**config.mk**
```make
export PLATFORM = sky130hd
export DESIGN_NAME = uart_rx_byte
export DESIGN_NICKNAME = d
export VERILOG_FILES = /design/src/rtl/uart_rx_byte.sv
export SDC_FILE = /design/constraint.sdc
export NUM_CORES = 1
export LEC_CHECK = 0
export ABC_AREA = 1
export ABC_CLOCK_PERIOD_IN_PS = 3000
export BUFFER_PORTS_ARGS = -buffer_cell sky130_fd_sc_hd__buf_4
export CAP_MARGIN = 0
export CORE_ASPECT_RATIO = 2
export CORE_MARGIN = 2
export CORE_UTILIZATION = 34
export DETAILED_ROUTE_END_ITERATION = 7
export SYNTH_ARGS = -nofsm -noshare
export SYNTH_HDL_FRONTEND = slang
export SYNTH_SLANG_ARGS = --single-unit
```
**constraint.sdc**
```tcl
create_clock -name clk -period 3 [get_ports clk]
set_input_delay 0.6 -clock clk [delete_from_list [all_inputs] [get_ports clk]]
set_output_delay 0.6 -clock clk [all_outputs]
set_load 0.1 [all_outputs]
```
**src/rtl/uart_rx_byte.sv**
```systemverilog
// 8N1 UART receiver: two-flop synchronizer, mid-bit sampling, start-glitch rejection,
// framing-error strobe and break hold-off. Emits one-cycle byte/strobe pairs.
module uart_rx_byte #(
  parameter int CLK_FREQ = 50_000_000,
  parameter int BAUD     = 9_600
) (
  input  logic       clk,
  input  logic       rst,
  input  logic       rx,
  output logic [7:0] data_out,
  output logic       data_valid,
  output logic       frame_err,
  output logic       busy
);

  localparam int CLKS_PER_BIT = CLK_FREQ / BAUD;
  localparam int CW           = $clog2(CLKS_PER_BIT);
  localparam logic [CW-1:0] HALF_M1 = CW'(CLKS_PER_BIT / 2 - 1);
  localparam logic [CW-1:0] FULL_M1 = CW'(CLKS_PER_BIT - 1);

  generate
    if (CLKS_PER_BIT < 4) begin : g_bad_baud
      $error("uart_rx_byte: CLKS_PER_BIT must be >= 4");
    end
  endgenerate

  typedef enum logic [2:0] {
    S_IDLE  = 3'd0,
    S_START = 3'd1,
    S_DATA  = 3'd2,
    S_STOP  = 3'd3,
    S_BREAK = 3'd4
  } state_t;

  state_t        state;
  logic          rx_m;
  logic          rx_s;
  logic [CW-1:0] clk_cnt;
  logic [2:0]    bit_cnt;
  logic [7:0]    shift;
  logic          bit_tick;

  assign bit_tick = (clk_cnt == FULL_M1);

  // Shift register holds payload only, so it needs no reset.
  always_ff @(posedge clk) begin
    if (state == S_DATA && bit_tick)
      shift[bit_cnt] <= rx_s;
  end

  always_ff @(posedge clk) begin
    if (rst) begin
      rx_m       <= 1'b1;
      rx_s       <= 1'b1;
      state      <= S_IDLE;
      clk_cnt    <= '0;
      bit_cnt    <= '0;
      data_out   <= 8'h00;
      data_valid <= 1'b0;
      frame_err  <= 1'b0;
      busy       <= 1'b0;
    end else begin
      rx_m       <= rx;
      rx_s       <= rx_m;
      data_valid <= 1'b0;
      frame_err  <= 1'b0;
      case (state)
        S_IDLE: begin
          if (!rx_s) begin
            state   <= S_START;
            clk_cnt <= '0;
            busy    <= 1'b1;
          end
        end
        S_START: begin
          if (clk_cnt == HALF_M1) begin
            clk_cnt <= '0;
            if (!rx_s) begin
              state   <= S_DATA;
              bit_cnt <= '0;
            end else begin
              state <= S_IDLE;
              busy  <= 1'b0;
            end
          end else begin
            clk_cnt <= clk_cnt + CW'(1);
          end
        end
        S_DATA: begin
          if (bit_tick) begin
            clk_cnt <= '0;
            bit_cnt <= bit_cnt + 3'd1;
            if (bit_cnt == 3'd7)
              state <= S_STOP;
          end else begin
            clk_cnt <= clk_cnt + CW'(1);
          end
        end
        S_STOP: begin
          if (bit_tick) begin
            clk_cnt <= '0;
            // Leaving at mid-stop lets a start bit right after the stop bit be caught.
            if (rx_s) begin
              data_out   <= shift;
              data_valid <= 1'b1;
              state      <= S_IDLE;
              busy       <= 1'b0;
            end else begin
              frame_err <= 1'b1;
              state     <= S_BREAK;
            end
          end else begin
            clk_cnt <= clk_cnt + CW'(1);
          end
        end
        S_BREAK: begin
          if (rx_s) begin
            state <= S_IDLE;
            busy  <= 1'b0;
          end
        end
        default: begin
          state <= S_IDLE;
          busy  <= 1'b0;
        end
      endcase
    end
  end

endmodule

```
# Word level (Yosys, flattened, before mapping)
# Cells that the tools add are included.
# totals
ff_bits,40
input_bits,3
wordCells,70
# classes
n_addsub,2
n_lt_le_gt_ge,2
eq_ne,14
mux,27
bitwise_logic,3
reduce_logical,12
# ops
cell,n
$mux W13,3
$pmux W13 S3,1
$mux W3,10
$pmux W3 S5,1
$add A13 B1 Y13 const B,1
$eq A13 B12 Y1 const B,1
$eq A13 B13 Y1 const B,1
$ne A2 B2 Y1 const B,6
$bwmux W8,1
$reduce_and A4 Y1,2
$mux W1,7
$eq A3 B2 Y1 const B,2
$eq A3 B3 Y1 const B,2
$pmux W3 S2,1
$reduce_and A6 Y1,1
$pmux W1 S5,1
$lt A3 B4 Y1 const B,1
$add A3 B1 Y3 const B,1
$demux W1 S3,1
$eq A3 B1 Y1 const B,1
$ge A3 B1 Y1 const B,1
$logic_not A3 Y1,1
$not A1 Y1,3
$reduce_and A3 Y1,1
8 further kinds,9

# Longest topological paths before layout
# logic_depth
depth_word,5
mapped_depth,10
ltp_nobuf,10

# Least setup slack after synthesis
# Ideal clock, no wire load.
# synth_timing
path_kind,register to output
start,register busy
end,output busy
arrival_time_ns,0.925
required_ns,2.400
setup_slack_ns,1.475
stages_incl_launch_ff,1
n_path_buf,0
path_cell_list,dfxtp_1
# synth_lines
item,line,text
start: declaration,13,output logic busy
start signal: assignment,61,busy <= 1'b0;
start signal: assignment,72,busy <= 1'b1;
start signal: assignment,83,busy <= 1'b0;
# No word-level cell between the ends.

# Final worst setup path
# layout_timing
start,register rx_s
end,register state[2]
# layout_between
elab_chain_cells,3
# layout_rtl
item,line,text
start: declaration,37,logic rx_s;
start signal: assignment,64,rx_s <= rx_m;
$mux W3,103,if (rx_s) begin
$mux W3,100,if (bit_tick) begin
$pmux W3 S5,67,case (state)
end signal: assignment,70,state <= S_START;
end signal: assignment,106,state <= S_IDLE;
end signal: assignment,110,state <= S_BREAK;
end: declaration,35,state_t state;
# Parallel ways exist; a longest one is shown, timed or not. The select of a mux whose other input is x is not followed.
# A chain may end at the register's enable or synchronous reset.

==> impl_metrics.toml <==
[die]
die_h_um = 109
die_area_mm2 = 0.00618
die_width_um = 56.6
core_mm2 = 0.00537
rows = 38
ioPinCount = 14
initial_core_util_pct = 35.0

[global_routing]
grt_max_degree = 18
antenna_found_initial = 0
grtUsageTotal_pct = 15.4
grt_pass1_vias = 1617
grt_pass1_wl_um = 6990
grt-ovfl-total = 0

[route]
vias_per_cell = 4.75
drc = 0
avgRoutedWirePerCell_um = 12.4
drtIter0Drc = 28
vias = 1634
drtPass1Iterations = 4
wl_um = 4250
final_antenna_net_count = 0

[worst_setup_path]
timing_worst_setup_path_type = "flop to flop"
worstSetupStartpointType = "flop"
crit_fanout = 13
worstSetupEndpointType = "flop"
required_ns = 3.21
cp.arrival_ns = 1.97

[synthesis]
ys_ff_latch = 40
syn_nets = 271
ys_seq_area_share_pct = 46.8
netlist_instances = 265
ys_types = 20
synth_warnings = 0
syn_avg_cell_area_um2 = 7.10
synth_area_mm2 = 0.00188

[clock_tree]
root_buffer = "clkbuf_8"
post_cts_buffers = 0
cts_max_path_buffers = 2
cts_buffers = 5
cts.htree.levels = 2
cts_hold_buf = 0
clk_latency_ns = 0.32
cts_sinks = 40
clk_pin_slew_ns = 0.08
cts_tree = "done"
cts_resized = 0

[timing]
fmax_mhz = 569
min_period_ns = 1.76
fin_crit_sh_pct = 58.6
setup_ws_ns = 1.24
rsz0062_at_grt = "false"
worst_pin_slew_ns = 0.459
relSlewSlack_pct = 69.3
finClkSkew_ns = 0.00973
timing.final.hold_violations = 0
slew_viol_final = 0
setup_viol = 0
holdWs_ns = 0.418
setup_tns_ns = 0

[placed_design]
placed_cell_area_mm2 = 0.00205
io_buffer_count = 13
place_ws_ns = 1.26
dp_hpwl_um = 3290
place_congestion = 0.791

[power]
cellPowerDensity_mw_per_mm2 = 694
ir_drop_uv = 343
leakage_uw = 0.000944

[finish]
layout-drive-gt1-share_pct = 12.3
area_growth_syn_to_layout_pct = 15.0
diodes = 0
final_area_mm2 = 0.00216
nNetsFinal = 289
fillers = 594

[outcome]
run_status = "completed"

[run]
drv_cap = 0

[min_path]
min_path_type = "flop to flop"
[final timing paths]
kind | from | to | slack (ns) | cells after the start
hold / removal | rx_m$_SDFF_PP1_ | rx_s$_SDFF_PP1_ | 0.42 | 1
setup / recovery | rx_s$_SDFF_PP1_ | state[2]$_SDFFE_PP0P_ | 1.24 | 9
hold reg to reg | rx_m$_SDFF_PP1_ | rx_s$_SDFF_PP1_ | 0.42 | 1
setup reg to reg | rx_s$_SDFF_PP1_ | state[2]$_SDFFE_PP0P_ | 1.24 | 9
[sequential cells by signal (all words and copies together) (netlist names)]
name,flops
clk_cnt,13
data_valid,1
rx_s,1
data_out,8
bit_cnt,3
shift,8
frame_err,1
busy,1
rx_m,1
state,3
[placed cells by master (no fill, tap or decap)]
cell	count
nor2_2	2
nor3_4	1
nand4_1	5
ha_1	3
inv_2	5
clkbuf_8	5
o21ai_0	14
nor2_1	52
or2_2	3
buf_4	14
inv_6	1
nand2_1	71
nand3_4	1
nand3_1	15
inv_1	30
clkinvlp_4	1
nor3_1	6
dfxtp_1	32
a21oi_1	9
bufinv_16	1
xor2_1	4
edfxtp_1	8
nand2_2	1
[synth_stat cells, drive strengths merged]
| library cell | number | share of area, % |
|---|---|---|
| dfxtp | 32 | 34 |
| o21ai | 14 | 3.7 |
| nor3 | 7 | 2.5 |
| nand4 | 5 | 1.7 |
| edfxtp | 8 | 13 |
| a21oi | 9 | 2.4 |
| nor2 | 54 | 11 |
| or2 | 3 | 1.0 |
| clkbuf | 2 | 0.40 |
| xor2 | 4 | 1.9 |
| inv | 35 | 7.0 |
| ha | 3 | 2.0 |
| nand2 | 72 | 14 |
| nand3 | 16 | 4.9 |
| buf | 1 | 0.27 |
[metrics by stage]
step                      power (µW)  std cells  util [%]
final                           1500        344      40.3
after global routing            1590        344      40.3
after CTS                       1510        344      40.3
after detailed placement        1040        336      38.1
after global placement          1040        336      38.1
after floorplan                  936        265         -
[metal layers]
| metal | global-route usage [%] | part of all wire, % | vias up |
|---|---|---|---|
| li1 | - | - | 866 |
| met1 | 13.2 | 37 | 730 |
| met2 | 30.1 | 57 | 28 |
| met3 | 3.20 | 2.7 | 10 |
| met4 | 10.4 | 3.5 | 0 |
| met5 | 0 | 0 | - |
[critical path, stage by stage (launching register included)]
cell	delay [ns]
dfxtp_1	0.61
inv_1	0.25
nand2_1	0.15
nand3_1	0.11
o21ai_0	0.09
inv_1	0.07
nand3_1	0.18
nand2_1	0.07
nand2_1	0.06
nor2_1	0.05
[cell type report]
| cell class | instances | area (µm²) | share of cell area (%) |
|---|---|---|---|
| multi-input combinational | 187 | 857 | 39.6 |
| inverter | 35 | 131 | 6.07 |
| sequential | 40 | 881 | 40.7 |
| clock inverter | 3 | 46.3 | 2.14 |
| clock buffer | 5 | 68.8 | 3.18 |
| tap | 60 | 75.1 | 3.47 |
| timing repair buffer | 14 | 105 | 4.86 |
[logic make-up (layout without fill, tap and decap cells)]
family	Yosys count	in the layout	synth area share, %
AO/OA/AOI/OAI	23	23	6.12
XOR/XNOR	4	4	1.86
adder cells (fa/ha/maj)	3	3	1.99
buffers and inverters	38	57	7.65
flip-flops	40	40	46.8
AND/OR/NAND/NOR	157	157	35.6
[power breakdown]
group	switching [µW]	internal [µW]
combinational	304	128
clock	215	251
sequential	27.9	577
total	547	955
(Power assumes the default switching activity.)
